## src/rtl/regfile_pkg.sv

```systemverilog
// Shared constants and word type for the multi-port register file slice.
package regfile_pkg;

    localparam int DATA_W_DEF = 8;
    localparam int ADDR_W_DEF = 3;

    typedef logic [DATA_W_DEF-1:0] rf_word_t;

endpackage

```

## src/rtl/regfile_fwd.sv

```systemverilog
// Per-read-port output mux: write-through bypass from both write ports, then zero-register override.
module regfile_fwd
    import regfile_pkg::*;
#(
    parameter int DATA_W   = DATA_W_DEF,
    parameter int ADDR_W   = ADDR_W_DEF,
    parameter int BYPASS   = 1,
    parameter int ZERO_REG = 1
) (
    input  logic [ADDR_W-1:0] raddr,
    input  logic [DATA_W-1:0] reg_data,
    input  logic              wen0,
    input  logic [ADDR_W-1:0] waddr0,
    input  logic [DATA_W-1:0] wdata0,
    input  logic              wen1,
    input  logic [ADDR_W-1:0] waddr1,
    input  logic [DATA_W-1:0] wdata1,
    input  logic              suppress,
    output logic [DATA_W-1:0] rdata
);

    // Port 1 wins over port 0 so the forwarded value matches what the edge will store.
    always_comb begin
        rdata = reg_data;
        if (BYPASS != 0 && !suppress) begin
            if (wen1 && waddr1 == raddr) begin
                rdata = wdata1;
            end else if (wen0 && waddr0 == raddr) begin
                rdata = wdata0;
            end
        end
        if (ZERO_REG != 0 && raddr == '0) begin
            rdata = '0;
        end
    end

endmodule

```

## src/rtl/register_file_mp.sv

```systemverilog
// Two-write, two-read register file with optional bypass, zero register and a one-deep checkpoint bank.
module register_file_mp
    import regfile_pkg::*;
#(
    parameter int DATA_W   = DATA_W_DEF,
    parameter int ADDR_W   = ADDR_W_DEF,
    parameter int BYPASS   = 1,
    parameter int ZERO_REG = 1
) (
    input  logic              Clk,
    input  logic              Rst_n,
    input  logic              WEN0,
    input  logic [ADDR_W-1:0] RW0,
    input  logic [DATA_W-1:0] busW0,
    input  logic              WEN1,
    input  logic [ADDR_W-1:0] RW1,
    input  logic [DATA_W-1:0] busW1,
    input  logic [ADDR_W-1:0] RX,
    input  logic [ADDR_W-1:0] RY,
    output logic [DATA_W-1:0] busX,
    output logic [DATA_W-1:0] busY,
    input  logic              CKPT,
    input  logic              RSTR,
    output logic              CkptV
);

    localparam int DEPTH = 2 ** ADDR_W;

    logic [DATA_W-1:0] regs   [DEPTH];
    logic [DATA_W-1:0] shadow [DEPTH];
    logic              ckpt_v;
    logic              restore;
    logic              wr0;
    logic              wr1;

    assign restore = RSTR && ckpt_v;
    assign wr0     = WEN0 && !(ZERO_REG != 0 && RW0 == '0);
    assign wr1     = WEN1 && !(ZERO_REG != 0 && RW1 == '0);
    assign CkptV   = ckpt_v;

    // A restore drops both writes and any checkpoint request of the same cycle.
    // Port 1 is assigned last so it wins an address collision.
    always_ff @(posedge Clk) begin
        if (!Rst_n) begin
            for (int i = 0; i < DEPTH; i++) begin
                regs[i]   <= '0;
                shadow[i] <= '0;
            end
            ckpt_v <= 1'b0;
        end else if (restore) begin
            for (int i = 0; i < DEPTH; i++) begin
                regs[i] <= shadow[i];
            end
        end else begin
            if (CKPT) begin
                for (int i = 0; i < DEPTH; i++) begin
                    shadow[i] <= regs[i];
                end
                ckpt_v <= 1'b1;
            end
            if (wr0) begin
                regs[RW0] <= busW0;
            end
            if (wr1) begin
                regs[RW1] <= busW1;
            end
        end
    end

    regfile_fwd #(
        .DATA_W  (DATA_W),
        .ADDR_W  (ADDR_W),
        .BYPASS  (BYPASS),
        .ZERO_REG(ZERO_REG)
    ) fwd_x (
        .raddr   (RX),
        .reg_data(regs[RX]),
        .wen0    (WEN0),
        .waddr0  (RW0),
        .wdata0  (busW0),
        .wen1    (WEN1),
        .waddr1  (RW1),
        .wdata1  (busW1),
        .suppress(restore),
        .rdata   (busX)
    );

    regfile_fwd #(
        .DATA_W  (DATA_W),
        .ADDR_W  (ADDR_W),
        .BYPASS  (BYPASS),
        .ZERO_REG(ZERO_REG)
    ) fwd_y (
        .raddr   (RY),
        .reg_data(regs[RY]),
        .wen0    (WEN0),
        .waddr0  (RW0),
        .wdata0  (busW0),
        .wen1    (WEN1),
        .waddr1  (RW1),
        .wdata1  (busW1),
        .suppress(restore),
        .rdata   (busY)
    );

endmodule

```

## config.mk

```make
export PLATFORM = sky130hd
export DESIGN_NAME = register_file_mp
export DESIGN_NICKNAME = d
export VERILOG_FILES = /design/src/rtl/regfile_pkg.sv /design/src/rtl/regfile_fwd.sv /design/src/rtl/register_file_mp.sv
export SDC_FILE = /design/constraint.sdc
export NUM_CORES = 1
export LEC_CHECK = 0
export CAP_MARGIN = 20
export CORE_MARGIN = 4
export CORE_UTILIZATION = 30
export DETAILED_ROUTE_END_ITERATION = 10
export PLACE_DENSITY = 0.45
export SLEW_MARGIN = 20
export SYNTH_ARGS = -nofsm -noshare
export SYNTH_HDL_FRONTEND = slang
export SYNTH_SLANG_ARGS = --single-unit
```

## constraint.sdc

```tcl
create_clock -name Clk -period 5.8 [get_ports Clk]
set_clock_uncertainty 0.2 [all_clocks]
set_input_delay 1.16 -clock Clk [delete_from_list [all_inputs] [get_ports Clk]]
set_output_delay 1.16 -clock Clk [all_outputs]
set_load 0.03 [all_outputs]
```

# Word level (Yosys, flattened, before mapping)
# Memory sizes are Yosys's and may differ from the RTL's.
# Index checks and enable logic that the tools add are counted.
[totals]
mem_bits_rw = 128
regBits = 1
output_inout_bits = 17
n_memories = 2
input_bits = 34
wordCells = 86
[op_classes]
eq_ne = 4
n_mux = 46
reduce_logical = 16
bitwise_logic = 17
[memory_table]
columns = ["name", "depth", "width", "rd", "rd_ports_with_merged_regs", "write_ports", "line_no", "rtl"]
rows = [
  ["regs", 8, 8, 10, 0, 8, "register_file_mp.sv:29", "logic [DATA_W-1:0] regs [DEPTH];"],
  ["shadow", 8, 8, 8, 0, 8, "register_file_mp.sv:30", "logic [DATA_W-1:0] shadow [DEPTH];"],
]
[op_table]
columns = ["op", "count"]
rows = [
  ["8-bit 2-to-1 mux", 26],
  ["1-bit 2-to-1 mux", 18],
  ["1-bit bitwise OR", 16],
  ["8-bit OR reduction", 2],
  ["3-bit == test", 4],
  ["3-bit logical NOT", 4],
  ["1-bit logical AND", 7],
  ["3-bit 2-to-1 mux", 2],
  ["1-bit logical NOT", 2],
  ["2-bit AND reduction", 1],
  ["1-bit NOT", 1],
]

# Depth between registers and ports, before layout
# Gate-level depths: netlist of the first run.
[logic_depth]
depth_word = 9
depth_mapped = 7
ltp_nobuf = 5

# Hierarchy
# A second synthesis of the first run with hierarchy kept.
[hier_totals]
cells_unflattened = 684
hier_area_um2 = 7966.4
[by_module_without_submodules]
columns = ["module", "cells_per_inst", "seq_area_each_um2", "n_inst", "area_each_um2"]
rows = [
  ["register_file_mp", 590, 3863.7, 1, 7193.1],
  ["regfile_fwd", 47, 0.0, 2, 386.6],
]

# Least setup slack after synthesis of the first run
# Ideal clock, no wire load.
[synth_timing]
path_type = "input to output"
from = "input RX[0]"
to = "output busX[6]"
n_path_buf = 3
stages = 6
t_required_ps = 4440
slack_ps = 1467
arrival_ps = 2973
cell_sequence = "buf_2 > buf_2 > or3_1 > buf_1 > o211ai_1 > a221oi_1"
[synth_via]
elab_chain_cells = 6
word_cells_on_any_way = 10
classes_between = "2 x eq/ne; 4 x mux; 3 x reduce/logical; 1 x memory"
[synth_rtl]
columns = ["element", "line_no", "rtl"]
rows = [
  ["from (decl)", "register_file_mp.sv:18", "input logic [ADDR_W-1:0] RX,"],
  ["branches (longest 5 deep; another with memory read 8 x 8 bit)", "-", ""],
  ["8-bit 2-to-1 mux (*)", "regfile_fwd.sv:32", "if (ZERO_REG != 0 && raddr == '0) begin"],
  ["to (decl)", "register_file_mp.sv:20", "output logic [DATA_W-1:0] busX,"],
]
# Mark *: on every way between the ends.

# Worst setup path after layout of the first run
[layout_timing]
from = "input RX[2]"
to = "output busX[6]"
# Same word-level chain as after synthesis.

==> impl_results.md, run 1 <==
- Critical path capture point type: output port
- Setup Fix Bufs, Post-CTS: 0
- Routed vias/inst: 5.700
- Overflow after GRT: 0
- DR vias: 5609
- Iteration-0 DRC Markers: 565
- Max-slew headroom: 37.83%
- Fmax: 0.1948 GHz
- IO Pins: approximately 50
- Inserted Clock Buffers: 17
- Placed wire-length estimate: 17.66 mm
- RSZ-0062 raised after global routing: false
- # hold bufs at CTS: 0
- Post-synthesis sequential area ratio: 52.49%
- Die W: 164.6 µm
- Layout Cells excl Fill: 984
- Proportion of layout cells with a drive suffix above 1: 21.67%
- Most frequent cells after synthesis: 128 x edfxtp_1, 49 x and3_1, 48 x a21oi_1, 46 x nor2_1, 40 x a22oi_1
- Top post-synthesis cells by area: edfxtp_1 52%, mux4_2 9.2%, and3_1 4.2%
- GRT Overall Usage: about a fifth
- Core footprint: around 0.024 mm²
- Worst slew pin tran: between 0.9 and 1 ns
- # port buffers: 50
- Reg area: 0.003864 mm²
- Post-Synthesis Cell Area: 0.007361 mm²
- Clock slew at reported path FFs: 0.06 ns
- Crit Path Max Fanout: 8
- Pleak: 3.337 nW
- Status: complete, no violations
- Minimum clock period: 5.133 ns
- Netlist cell types: 53
- Area of the multi-input gates: 0.003216 mm²
- Vias in the first global route: approximately 5400
- Final Max Tran Viols: 0
- Most common cell in the netlist: edfxtp_1
- Pre-Repair DR Iteration Count: 5
- ANT nets after route: 0
- Die Footprint: 0.02711 mm²
- First-pass GRT wire length: between 30 and 40 mm
- Post-Syn Instances: 611
- Starting Density: 30.36%
- Largest net degree at the start of global routing: 51
- Fin nets: 681
- Register bit total from synthesis: 129
- Setup_tns: 0 ns
- Asr flop ratio synth: 0%
- Pwr dens: ~310 mW/mm²
- Clk sink count: 129
- WP data required: about 4.4 ns
- Placer's final routability congestion estimate: roughly 0.94
- Hold Crit Class: flip-flop to flip-flop
- Clk root buf: clkbuf_16
- Synth area leader: edfxtp_1
- MaxCap Viol Count: 0
- H-tree depth: 4
- Antenna Cells: 0
- Synthesized area per cell: 12.05 µm²
- CTS Buffer Depth: 2
- Worst hold path depth: 1
- Final Hold Fails: 0
- Wire per inst: 26.23 µm
- # rows: 57
- Worst vdd ir: 0.1668 mV
- Setup Crit Path Kind: primary input to output port
- Number of synthesized flops with an enable pin: 128
- Post-synth top flop: edfxtp_1
- Initial antenna violation count: 0
- Yosys top cell area share: 52.22%
- WL final: between 20 and 30 mm
- Worst path arrival time: approximately 3.8 ns
- Worst setup SP type: primary input
- Inst Count DP: between 900 and 1000
- Worst reg-to-reg path cell count: 4
- Setup Viol. Count Final: 0
- Tcrit/Tclk final: 88.51%
- Syn_nets: between 600 and 700
- Synthesis Warnings: 0
- Remaining DRCs: 0
- Die Ht: 164.6 µm
- Fillers: 2386
- Post-cts sizing count: 0
- Area grow syn2layout: 20.99%
- Worst-Skew Late Latency: 0.43 ns
- CTS tree: done
-- cell families (layout without fill, tap and decap cells) --
logic type / count (synthesis) / count (layout) / synth area share, %
and+or+nand+nor: 198 / 198 / 15.47
DFF: 129 / 129 / 52.49
buffers and inverters: 71 / 120 / 4.028
xor gates and xnor gates: 12 / 12 / 1.530
AOI/OAI and AO/OA: 136 / 136 / 12.20
muxes: 65 / 65 / 14.28
-- layout make-up --
cell class / count / share of cell area (%)
sequential: 129 / 43.38
timing repair buffer: 79 / 8.907
clock buffer: 17 / 4.777
inverter: 9 / 0.3793
clock inverter: 15 / 1.897
multi-input combinational: 411 / 36.11
tap: 324 / 4.552
-- cells in the final DEF (no fill, tap or decap), drive strengths merged, types with 4 or more instances in the layout --
cell type and count:
a21oi 49, a221oi 8, a22oi 40, and2 26, and3 49, buf 44
clkbuf 17, clkdlybuf4s50 35, clkinv 6, clkinvlp 6, edfxtp 128, inv 9
mux2 20, mux2i 15, mux4 30, nand2 33, nand3b 5, nand4 5
nor2 47, nor3 7, nor4 4, o21ai 8, o221a 5, o22ai 16
or3 5, xnor2 9
-- layer usage --
layer  vias to the layer above  share of wire, %  track usage (%)  wire length (µm)
met3                        30               6.8            3.244              1745
met4                         0               1.9            6.087               499
li1                       2440                 -                -                 -
met1                      2894                46            28.59             11850
met2                       245                45            28.61             11720
met5                         -                 0                0                 0
-- worst max-delay path, stage by stage --
cell and delay, ns:
clkdlybuf4s50_1 0.70, xnor2_1 0.18, and4_1 0.27, nor3b_2 0.11, a221oi_1 0.57, clkdlybuf4s50_1 0.78
-- path summary, 6_finish.rpt --
path / startpoint / endpoint / slack [ns]
setup / recovery: RX[2] / busX[6] / 0.67
hold / removal: shadow[0][7] / regs[0][7] / 0.31
setup reg to reg: CkptV / regs[2][0] / 2.69
hold reg to reg: shadow[0][7] / regs[0][7] / 0.31
-- registers in the layout, summed over array words and instances (netlist names) --
register and count:
CkptV 1, regs 64, shadow 64
-- power breakdown --
| part | internal, W | leakage (nW) | switching, W | total (W) |
|---|---|---|---|---|
| sequential | 0.00111 | 1.38 | 0.0000459 | 0.00116 |
| combinational | 0.000189 | 1.68 | 0.000261 | 0.000450 |
| clock | 0.000671 | 0.270 | 0.000440 | 0.00111 |
| total | 0.00197 | 3.34 | 0.000747 | 0.00272 |
-- per-stage QoR --
step	hold WS (ns)	util, %	cell area (µm²)	worst slack (ns)	total power (W)
floorplan	0.2967	-	7361	1.467	0.001407
global placement	0.3026	34.26	8308	0.7377	0.001618
detailed placement	0.3083	34.26	8308	0.7201	0.001622
CTS	0.3162	36.71	8902	0.7162	0.002723
global route	0.3322	36.73	8906	0.6238	0.002798
finish	0.3140	36.73	8906	0.6666	0.002718
Note: power is estimated with default switching activity, not from simulation.
==> run 2, diff against run 1 <==
- GPL_ROUTABILITY_DRIVEN: not set -> 0
- SLEW_MARGIN: 20 -> not set
==> run 2 against run 1 <==
  * Hold slack gained 0.00077 ns
  * Core utilization up 0.098 points
  * Highest routed layer unchanged
  * Critical path depth unchanged
  * Flip-flop and latch count stayed put
  * Combinational power barely moved
  * Critical path type unchanged
  * Non-clock buffer count up 1
==> impl_results.md, run 2 (synthesized netlist as in run 1, its figures left out) <==
- Status: complete, no violations
- Critical path capture point type: output port
- Layout Cells excl Fill: ~990
- # hold bufs at CTS: 0
- Routed vias/inst: ~5.7
- Most frequent cells in the layout: 128 x edfxtp_1, 48 x a21oi_1, 48 x and3_1, 46 x nor2_1, 40 x a22oi_1
- Clk root buf: clkbuf_16
- Worst vdd ir: 0.1656 mV
- # rows: 57
- Most common cell after layout, fill and taps aside: edfxtp_1
- Top sig layer: met4
- Pre-Repair DR Iteration Count: 5
- Setup Viol. Count Final: 0
- CTS tree: done
- Minimum clock period: 5.166 ns
- Post-layout util: 36.83%
- Iteration-0 DRC Markers: around 500
- Fin nets: 682
- Die W: 164.6 µm
- Hold Crit Class: flip-flop to flip-flop
- Wire per inst: 26.15 µm
- Inserted Clock Buffers: 17
- RSZ-0062 raised after global routing: false
- Remaining DRCs: 0
- Crit Path Max Fanout: 8
- Worst path arrival time: between 3 and 4 ns
- Clock slew at reported path FFs: 0.06 ns
- First-pass GRT wire length: roughly 38 mm
- Worst-Skew Late Latency: 0.43 ns
- ANT nets after route: 0
- Vias in the first global route: 5353
- Hold_ws: between 0.3 and 0.4 ns
- H-tree depth: 4
- Tcrit/Tclk final: 89.07%
- WL met3: 1.622 mm
- IO Pins: 51
- Final Hold Fails: 0
- Placed inst area: about 0.0083 mm²
- Metal2 WL: 11.63 mm
- Fmax: 0.1936 GHz
- Inst Count DP: 952
- Die Footprint: 0.02711 mm²
- Starting Density: 30.36%
- DR vias: 5609
- Die Ht: between 150 and 200 µm
- Antenna Cells: 0
- Initial antenna violation count: 0
- # port buffers: 50
- MaxCap Viol Count: 0
- Wl on met1: roughly 12 mm
- Placed wire-length estimate: 17.66 mm
- Post-cts sizing count: 0
- Setup_tns: 0 ns
- Proportion of layout cells with a drive suffix above 1: 21.79%
- Worst slew pin tran: a little over 0.9 ns
- Setup Crit Path Kind: primary input to output port
- WP data required: 4.44 ns
- Max-slew headroom: 38.94%
- Setup Fix Bufs, Post-CTS: 0
- Final Max Tran Viols: 0
- Pwr dens: about 300 mW/mm²
- Pleak: 3.350 nW
- Worst setup SP type: primary input
- Clk sink count: around 130
- CTS Buffer Depth: 2
- Largest net degree at the start of global routing: 51
- Area grow syn2layout: 21.32%
- Finished Cell Area: 0.008930 mm²
- Core footprint: between 0.02 and 0.025 mm²
- WL final: ~26 mm
- GRT Overall Usage: 19.23%
- Overflow after GRT: 0
-- run 2: cell types whose count changed in the layout (fill, tap and decap cells not counted) --
| cell | change |
|---|---|
| and3_4 | -1 |
| and3_2 | +1 |
| buf_16 | +1 |
-- run 2: layer usage --
metal  global-route usage (%)  up-vias
met5                        0        -
met4                    6.087        0
met3                    3.244       29
met2                    28.61      241
met1                    28.59     2897
li1                         -     2442
-- run 2: critical path: stages --
cell and delay [ns]:
clkdlybuf4s50_1 0.70, xnor2_1 0.18, and4_1 0.27, nor3b_2 0.11, a221oi_1 0.60, clkdlybuf4s50_1 0.79
-- run 2: final cells by class --
type / count / area [µm²]
repair buffers: 80 / 820.8
well taps: 324 / 405.4
clock buffers: 17 / 425.4
inverters: 9 / 33.78
flip-flops and latches: 129 / 3864
clock inverters: 15 / 168.9
fillers: 2386 / 15320
multi-input cells: 411 / 3212
-- run 2: worst paths after layout --
| path | startpoint | endpoint | slack [ns] | cells past startpoint |
|---|---|---|---|---|
| min reg2reg | shadow[0][7] | regs[0][7] | 0.31 | 1 |
| max | RX[2] | busX[6] | 0.63 | 6 |
| max reg2reg | CkptV | regs[2][0] | 2.62 | 4 |
| min | shadow[0][7] | regs[0][7] | 0.31 | 1 |
-- run 2: power breakdown --
part           leakage, nW  switching [W]  internal, W  total (W)
sequential            1.38      0.0000460      0.00111    0.00116
combinational         1.70       0.000261     0.000190   0.000452
clock                0.270       0.000436     0.000671    0.00111
total                 3.35       0.000743      0.00197    0.00272
-- run 2: through the flow --
step           total power [W]  worst slack (ns)
6_report              0.002715            0.6342
5_1_grt               0.002799            0.6238
4_1_cts               0.002723            0.7162
3_5_place_dp          0.001622            0.7201
3_3_place_gp          0.001618            0.7377
2_1_floorplan         0.001407             1.467
